**src/rtl/seven_seg_scan_driver_if.sv**
```systemverilog
// Display bus between a controller and the 7-seg scan driver.
// The controller (master) supplies the value and its load strobe.
// The driver (slave) returns the decoder nibble, the anode enables and the frame/ack pulses.
interface seven_seg_scan_driver_if #(
  parameter int NUM_DIGITS = 4
);
  logic                      load;
  logic [4*NUM_DIGITS-1:0]   value;
  logic                      blank_lz;
  logic [3:0]                digit_code;
  logic [NUM_DIGITS-1:0]     digit_en;
  logic                      frame_start;
  logic                      load_ack;

  modport master (
    output load, value, blank_lz,
    input  digit_code, digit_en, frame_start, load_ack
  );

  modport slave (
    input  load, value, blank_lz,
    output digit_code, digit_en, frame_start, load_ack
  );
endinterface

```
**src/rtl/seven_seg_scan_driver.sv**
```systemverilog
// Time-multiplexed hex driver for a common-anode 7-segment display.
// Each digit slot opens with a blanking gap so the external decoder settles before
// the anode turns on. New values wait in a pending buffer and reach the display
// shadow only at frame boundaries, so a frame never mixes old and new digits.
// Every output is registered from the next-cycle state, so each output reflects
// its own cycle's slot position with no extra lag.
module seven_seg_scan_driver #(
  parameter int NUM_DIGITS   = 4,
  parameter int SCAN_DIV     = 50000,
  parameter int BLANK_CYCLES = 500
) (
  input  logic                     clk,
  input  logic                     reset,
  seven_seg_scan_driver_if.slave   bus
);

  localparam int CNT_W = $clog2(SCAN_DIV);
  localparam int IDX_W = (NUM_DIGITS > 1) ? $clog2(NUM_DIGITS) : 1;
  localparam int VAL_W = 4 * NUM_DIGITS;

  localparam logic [CNT_W-1:0] CNT_LAST  = CNT_W'(SCAN_DIV - 1);
  localparam logic [CNT_W-1:0] CNT_BLANK = CNT_W'(BLANK_CYCLES);
  localparam logic [IDX_W-1:0] IDX_LAST  = IDX_W'(NUM_DIGITS - 1);

  logic [CNT_W-1:0]      r_cnt;
  logic [IDX_W-1:0]      r_idx;
  logic [VAL_W-1:0]      r_shadow;
  logic [VAL_W-1:0]      r_pending;
  logic                  r_pending_vld;
  logic                  r_lz_slot;
  logic [3:0]            r_digit_code;
  logic [NUM_DIGITS-1:0] r_digit_en;
  logic                  r_frame_start;
  logic                  r_load_ack;

  logic                  w_slot_end;
  logic                  w_frame_end;
  logic [CNT_W-1:0]      w_cnt_nxt;
  logic [IDX_W-1:0]      w_idx_nxt;
  logic [VAL_W-1:0]      w_shadow_nxt;
  logic [VAL_W-1:0]      w_pending_nxt;
  logic                  w_pending_vld_nxt;
  logic                  w_lz_nxt;
  logic                  w_upper_zero;
  logic                  w_suppress;
  logic [3:0]            w_code_nxt;
  logic [NUM_DIGITS-1:0] w_en_nxt;
  logic                  w_frame_start_nxt;
  logic                  w_load_ack_nxt;

  // Next-state: slot position, double buffer, leading-zero blanking and outputs for the coming cycle
  always_comb begin
    w_slot_end        = (r_cnt == CNT_LAST);
    w_frame_end       = w_slot_end && (r_idx == IDX_LAST);
    w_cnt_nxt         = w_slot_end ? '0 : r_cnt + 1'b1;
    w_idx_nxt         = r_idx;
    w_shadow_nxt      = r_shadow;
    w_pending_nxt     = r_pending;
    w_pending_vld_nxt = r_pending_vld;
    w_lz_nxt          = r_lz_slot;
    w_upper_zero      = 1'b1;
    w_suppress        = 1'b0;
    w_code_nxt        = 4'd0;
    w_en_nxt          = '1;

    if (w_slot_end) begin
      w_idx_nxt = (r_idx == IDX_LAST) ? '0 : r_idx + 1'b1;
      // blanking mode is frozen for a whole slot so the anode never flickers mid-slot
      w_lz_nxt  = bus.blank_lz;
    end

    // A load landing on the boundary edge goes straight to the shadow; otherwise it waits
    if (w_frame_end) begin
      if (bus.load) begin
        w_shadow_nxt = bus.value;
      end else if (r_pending_vld) begin
        w_shadow_nxt = r_pending;
      end
      w_pending_vld_nxt = 1'b0;
    end else if (bus.load) begin
      w_pending_nxt     = bus.value;
      w_pending_vld_nxt = 1'b1;
    end

    for (int k = 0; k < NUM_DIGITS; k++) begin
      if (IDX_W'(k) == w_idx_nxt) begin
        w_code_nxt = w_shadow_nxt[4*k +: 4];
      end
    end

    // Walk down from the top digit; a digit is a leading zero if it and all above are zero
    for (int k = NUM_DIGITS - 1; k >= 1; k--) begin
      w_upper_zero = w_upper_zero & (w_shadow_nxt[4*k +: 4] == 4'd0);
      if (IDX_W'(k) == w_idx_nxt) begin
        w_suppress = w_upper_zero;
      end
    end

    if ((w_cnt_nxt >= CNT_BLANK) && !(w_lz_nxt && w_suppress)) begin
      w_en_nxt = ~(NUM_DIGITS'(1) << w_idx_nxt);
    end

    w_frame_start_nxt = w_frame_end;
    w_load_ack_nxt    = w_frame_end && (bus.load || r_pending_vld);
  end

  // State and output registers; reset clears the buffers too so a stale value never shows
  always_ff @(posedge clk) begin
    if (reset) begin
      r_cnt         <= '0;
      r_idx         <= '0;
      r_shadow      <= '0;
      r_pending     <= '0;
      r_pending_vld <= 1'b0;
      r_lz_slot     <= 1'b0;
      r_digit_code  <= 4'd0;
      r_digit_en    <= '1;
      r_frame_start <= 1'b0;
      r_load_ack    <= 1'b0;
    end else begin
      r_cnt         <= w_cnt_nxt;
      r_idx         <= w_idx_nxt;
      r_shadow      <= w_shadow_nxt;
      r_pending     <= w_pending_nxt;
      r_pending_vld <= w_pending_vld_nxt;
      r_lz_slot     <= w_lz_nxt;
      r_digit_code  <= w_code_nxt;
      r_digit_en    <= w_en_nxt;
      r_frame_start <= w_frame_start_nxt;
      r_load_ack    <= w_load_ack_nxt;
    end
  end

  assign bus.digit_code  = r_digit_code;
  assign bus.digit_en    = r_digit_en;
  assign bus.frame_start = r_frame_start;
  assign bus.load_ack    = r_load_ack;

endmodule

```
**src/flat_wrapper.sv**
```systemverilog
// flat-port wrapper written by rule: the top's interface ports become plain ports
module seven_seg_scan_driver_flat 
#(
  parameter int NUM_DIGITS   = 4,
  parameter int SCAN_DIV     = 50000,
  parameter int BLANK_CYCLES = 500
)
  (clk, reset, bus_load, bus_value, bus_blank_lz, bus_digit_code, bus_digit_en, bus_frame_start, bus_load_ack);
  seven_seg_scan_driver_if #(.NUM_DIGITS(NUM_DIGITS)) bus_i ();
  input  logic clk;
  input  logic reset;
  input wire logic [$bits(bus_i.load)-1:0] bus_load;
  input wire logic [$bits(bus_i.value)-1:0] bus_value;
  input wire logic [$bits(bus_i.blank_lz)-1:0] bus_blank_lz;
  output wire logic [$bits(bus_i.digit_code)-1:0] bus_digit_code;
  output wire logic [$bits(bus_i.digit_en)-1:0] bus_digit_en;
  output wire logic [$bits(bus_i.frame_start)-1:0] bus_frame_start;
  output wire logic [$bits(bus_i.load_ack)-1:0] bus_load_ack;
  assign bus_i.load = bus_load;
  assign bus_i.value = bus_value;
  assign bus_i.blank_lz = bus_blank_lz;
  assign bus_digit_code = bus_i.digit_code;
  assign bus_digit_en = bus_i.digit_en;
  assign bus_frame_start = bus_i.frame_start;
  assign bus_load_ack = bus_i.load_ack;
  seven_seg_scan_driver #(.NUM_DIGITS(NUM_DIGITS), .SCAN_DIV(SCAN_DIV), .BLANK_CYCLES(BLANK_CYCLES)) u_core (.clk(clk), .reset(reset), .bus(bus_i));
endmodule
```
**config.mk**
```make
export PLATFORM = sky130hd
export DESIGN_NAME = seven_seg_scan_driver_flat
export DESIGN_NICKNAME = d
export VERILOG_FILES = /design/src/rtl/seven_seg_scan_driver_if.sv /design/src/rtl/seven_seg_scan_driver.sv /design/src/flat_wrapper.sv
export SDC_FILE = /design/constraint.sdc
export NUM_CORES = 1
export LEC_CHECK = 0
export BUFFER_PORTS_ARGS = -buffer_cell sky130_fd_sc_hd__buf_2
export CAP_MARGIN = 10
export CELL_PAD_IN_SITES_DETAIL_PLACEMENT = 1
export CELL_PAD_IN_SITES_GLOBAL_PLACEMENT = 1
export CORE_ASPECT_RATIO = 1.5
export CORE_MARGIN = 1.5
export CORE_UTILIZATION = 45
export DETAILED_ROUTE_END_ITERATION = 10
export HOLD_SLACK_MARGIN = 0.02
export PLACE_DENSITY_LB_ADDON = 0.1
export SYNTH_ARGS = -nofsm -noshare
export SYNTH_HDL_FRONTEND = slang
export SYNTH_SLANG_ARGS = --single-unit
```
**constraint.sdc**
```tcl
create_clock -name clk -period 6.1 [get_ports clk]
set_input_delay 0.305 -clock clk [delete_from_list [all_inputs] [get_ports clk]]
set_output_delay 0.305 -clock clk [all_outputs]
set_load 0.05 [all_outputs]
```
==> results.json <==
{
  "status": "finished clean",
  "synthTopCellsByArea": "dfxtp_1, nor2_1, nand2_1",
  "synth_area_mm2": 0.00291,
  "vias": 2564,
  "cts_root_buffer": "clkbuf_8",
  "fin_crit_ns": 2.91,
  "cp-end-kind": "flip-flop",
  "grt_setup_unrepaired": "no",
  "clkSinkCount": 62,
  "arrival_ns": 3.08,
  "final_nets": 383,
  "ant_nets": 0,
  "rows": 35,
  "vias_per_cell": 5.83,
  "fp.coreArea_mm2": 0.00617,
  "yosysMostFrequentCell": "dfxtp_1",
  "ir_drop_uv": 133,
  "fin_worst_skew_ns": 0.0100,
  "drive_above_1_share_pct": 16.4,
  "syn_to_final_growth_pct": 12.4,
  "synth_common_cells": "dfxtp_1, nor2_1, nand2_1, nand3_1, a21oi_1",
  "dp_hpwl_um": 5180,
  "grt_pass1_vias": 2586,
  "cp-start-kind": "flip-flop",
  "htreeDepth": 3,
  "maxSlewHeadroom_pct": 45.8,
  "grt_max_degree": 46,
  "drc_errors": 0,
  "powerDensity_mw_per_mm2": 263,
  "synth_area_per_cell_um2": 8.49,
  "n_antenna_cell": 0,
  "synth-seq-cells": 62,
  "fin_crit_sh_pct": 47.8,
  "cap_viol_max_count": 0,
  "async_reset_ff_share_pct": 0,
  "synth_fp_nets": 364,
  "cts_buffers": 9,
  "finalHoldViolations": 0,
  "cellLeakagePower_nw": 1.20,
  "synth_cells": 342,
  "portBuffers": 29,
  "worstHoldPathType": "in2reg",
  "wire_per_inst_um": 17.0,
  "ys_warn_count": 0,
  "dpl_cell_area_mm2": 0.00305,
  "wirelength_um": 7480,
  "ys.flop_type": "dfxtp_1",
  "routabilityCongestion": 0.773,
  "yosysUniqueCellTypes": 44,
  "grt_use_total_pct": 23.5,
  "fillers": 777,
  "tightest_slew_ns": 0.813,
  "fmax_mhz": 343,
  "synth_edf_count": 0,
  "crit_type": "reg2reg",
  "die_w_um": 68.6,
  "dieArea_mm2": 0.00696,
  "cts_buffer_depth": 2,
  "fin_setup_tns_ns": 0,
  "antenna_found_initial": 0,
  "setup_viol": 0,
  "grt_pass1_wl_um": 12200,
  "io-pin-count": 30,
  "yosysTopAreaCell": "dfxtp_1",
  "clk_pin_slew_worst_paths_ns": 0.07,
  "required_ns": 6.27,
  "yosys.area.top_type_share_pct": 42.7,
  "clkLatencyLatePin_ns": 0.34,
  "cts_resized": 0,
  "finalInstanceArea_mm2": 0.00327,
  "cts_tree": "yes",
  "final-seq-area_mm2": 0.00124,
  "grt_overflow": 0,
  "crit_fanout": 27,
  "ys_seq_area_share_pct": 42.7,
  "dr.pass1.iters": 4,
  "first_iter_violations": 97,
  "hold_buffers": 0,
  "postCtsSetupRepairBufs": 0,
  "finalMaxSlewViolations": 0,
  "fp.dieH_um": 101,
  "multi_input_area_mm2": 0.00153,
  "initial_core_util_pct": 47.1
}
## layout make-up
| class | instances | area share (%) |
|---|---|---|
| clock buffers | 12 | 4.44 |
| inverters | 5 | 0.575 |
| flip-flops and latches | 62 | 38.0 |
| repair buffers | 32 | 5.13 |
| multi-input cells | 251 | 46.9 |
| well taps | 74 | 2.84 |
| clock inverters | 4 | 2.15 |
## critical path: stages, from the launching register on
cell and delay, ns:
dfxtp_1 0.39, or4b_4 0.59, nor4_4 0.25, buf_4 0.33, nand2_1 0.27, o22a_1 0.26, o21ai_0 0.32, mux2_2 0.23
a221oi_1 0.08
## layer usage
| layer | track usage, % | routed length (um) | up-vias | part of all wire, % |
|---|---|---|---|---|
| li1 | - | - | 1259 | - |
| met1 | 26.1 | 3100 | 1265 | 41 |
| met2 | 42.6 | 4080 | 33 | 54 |
| met3 | 5.44 | 200 | 7 | 2.7 |
| met4 | 7.85 | 104 | 0 | 1.4 |
| met5 | 0 | 0 | - | 0 |
## worst paths after layout
check,from,to,slack (ns),depth (start not counted)
hold reg to reg,u_core.r_pending[0]$_SDFFE_PP0P_,u_core.r_pending[0]$_SDFFE_PP0P_,0.46,2
setup / recovery,u_core.r_cnt[4]$_SDFF_PP0_,u_core.bus.digit_code[3]$_SDFF_PP0_,3.19,8
setup reg to reg,u_core.r_cnt[4]$_SDFF_PP0_,u_core.bus.digit_code[3]$_SDFF_PP0_,3.19,8
hold / removal,bus_value[3],u_core.r_pending[3]$_SDFFE_PP0P_,0.22,3
## through the flow
step	utilization [%]	hold slack, ns	std cells	worst slack [ns]	power, mW
CTS	52.9	0.209	440	3.14	0.865
detailed placement	49.4	0.453	424	3.18	0.468
global placement	49.4	0.448	424	3.21	0.467
floorplan	-	0.433	342	3.52	0.453
global route	52.9	0.227	440	3.06	0.884
finish	52.9	0.221	440	3.19	0.858
## power breakdown
part	internal, mW	switching, mW	total, mW
combinational	0.0147	0.0240	0.0388
clock	0.240	0.159	0.399
sequential	0.413	0.00727	0.420
total	0.668	0.190	0.858
## flip-flops by register name (all words and copies together) (netlist names), 2 cells and up
signal	flops
u_core.r_cnt	16
u_core.r_pending	16
u_core.r_shadow	16
u_core.bus.digit_code	4
u_core.bus.digit_en	4
u_core.r_idx	2
## logic make-up (layout without fill, tap and decap cells)
group,Yosys count,after routing,synth area share (%)
XOR/XNOR,14,14,4.22
AND/OR/NAND/NOR,160,160,28.2
flip-flops,62,62,42.7
multiplexers,8,8,2.97
AO/OA/AOI/OAI,67,67,16.5
adder cells (fa/ha/maj),2,2,0.861
buffers and inverters,29,53,4.61
## layout by cell type, fill, tap and decap left out, types with 4 or more instances in the layout
cell type	instances
dfxtp_1	62
nor2_1	50
nand2_1	38
buf_2	29
nand3_1	28
a21oi_1	18
o22a_1	16
a32oi_1	10
clkbuf_8	10
xnor2_1	9
and3_1	9
o21ai_1	7
and4_1	5
xor2_1	5
inv_1	5
mux2_2	5
nand4_1	4
nor3_1	4
nand2b_1	4
a221oi_1	4
Note: power is estimated with default switching activity, not from simulation.
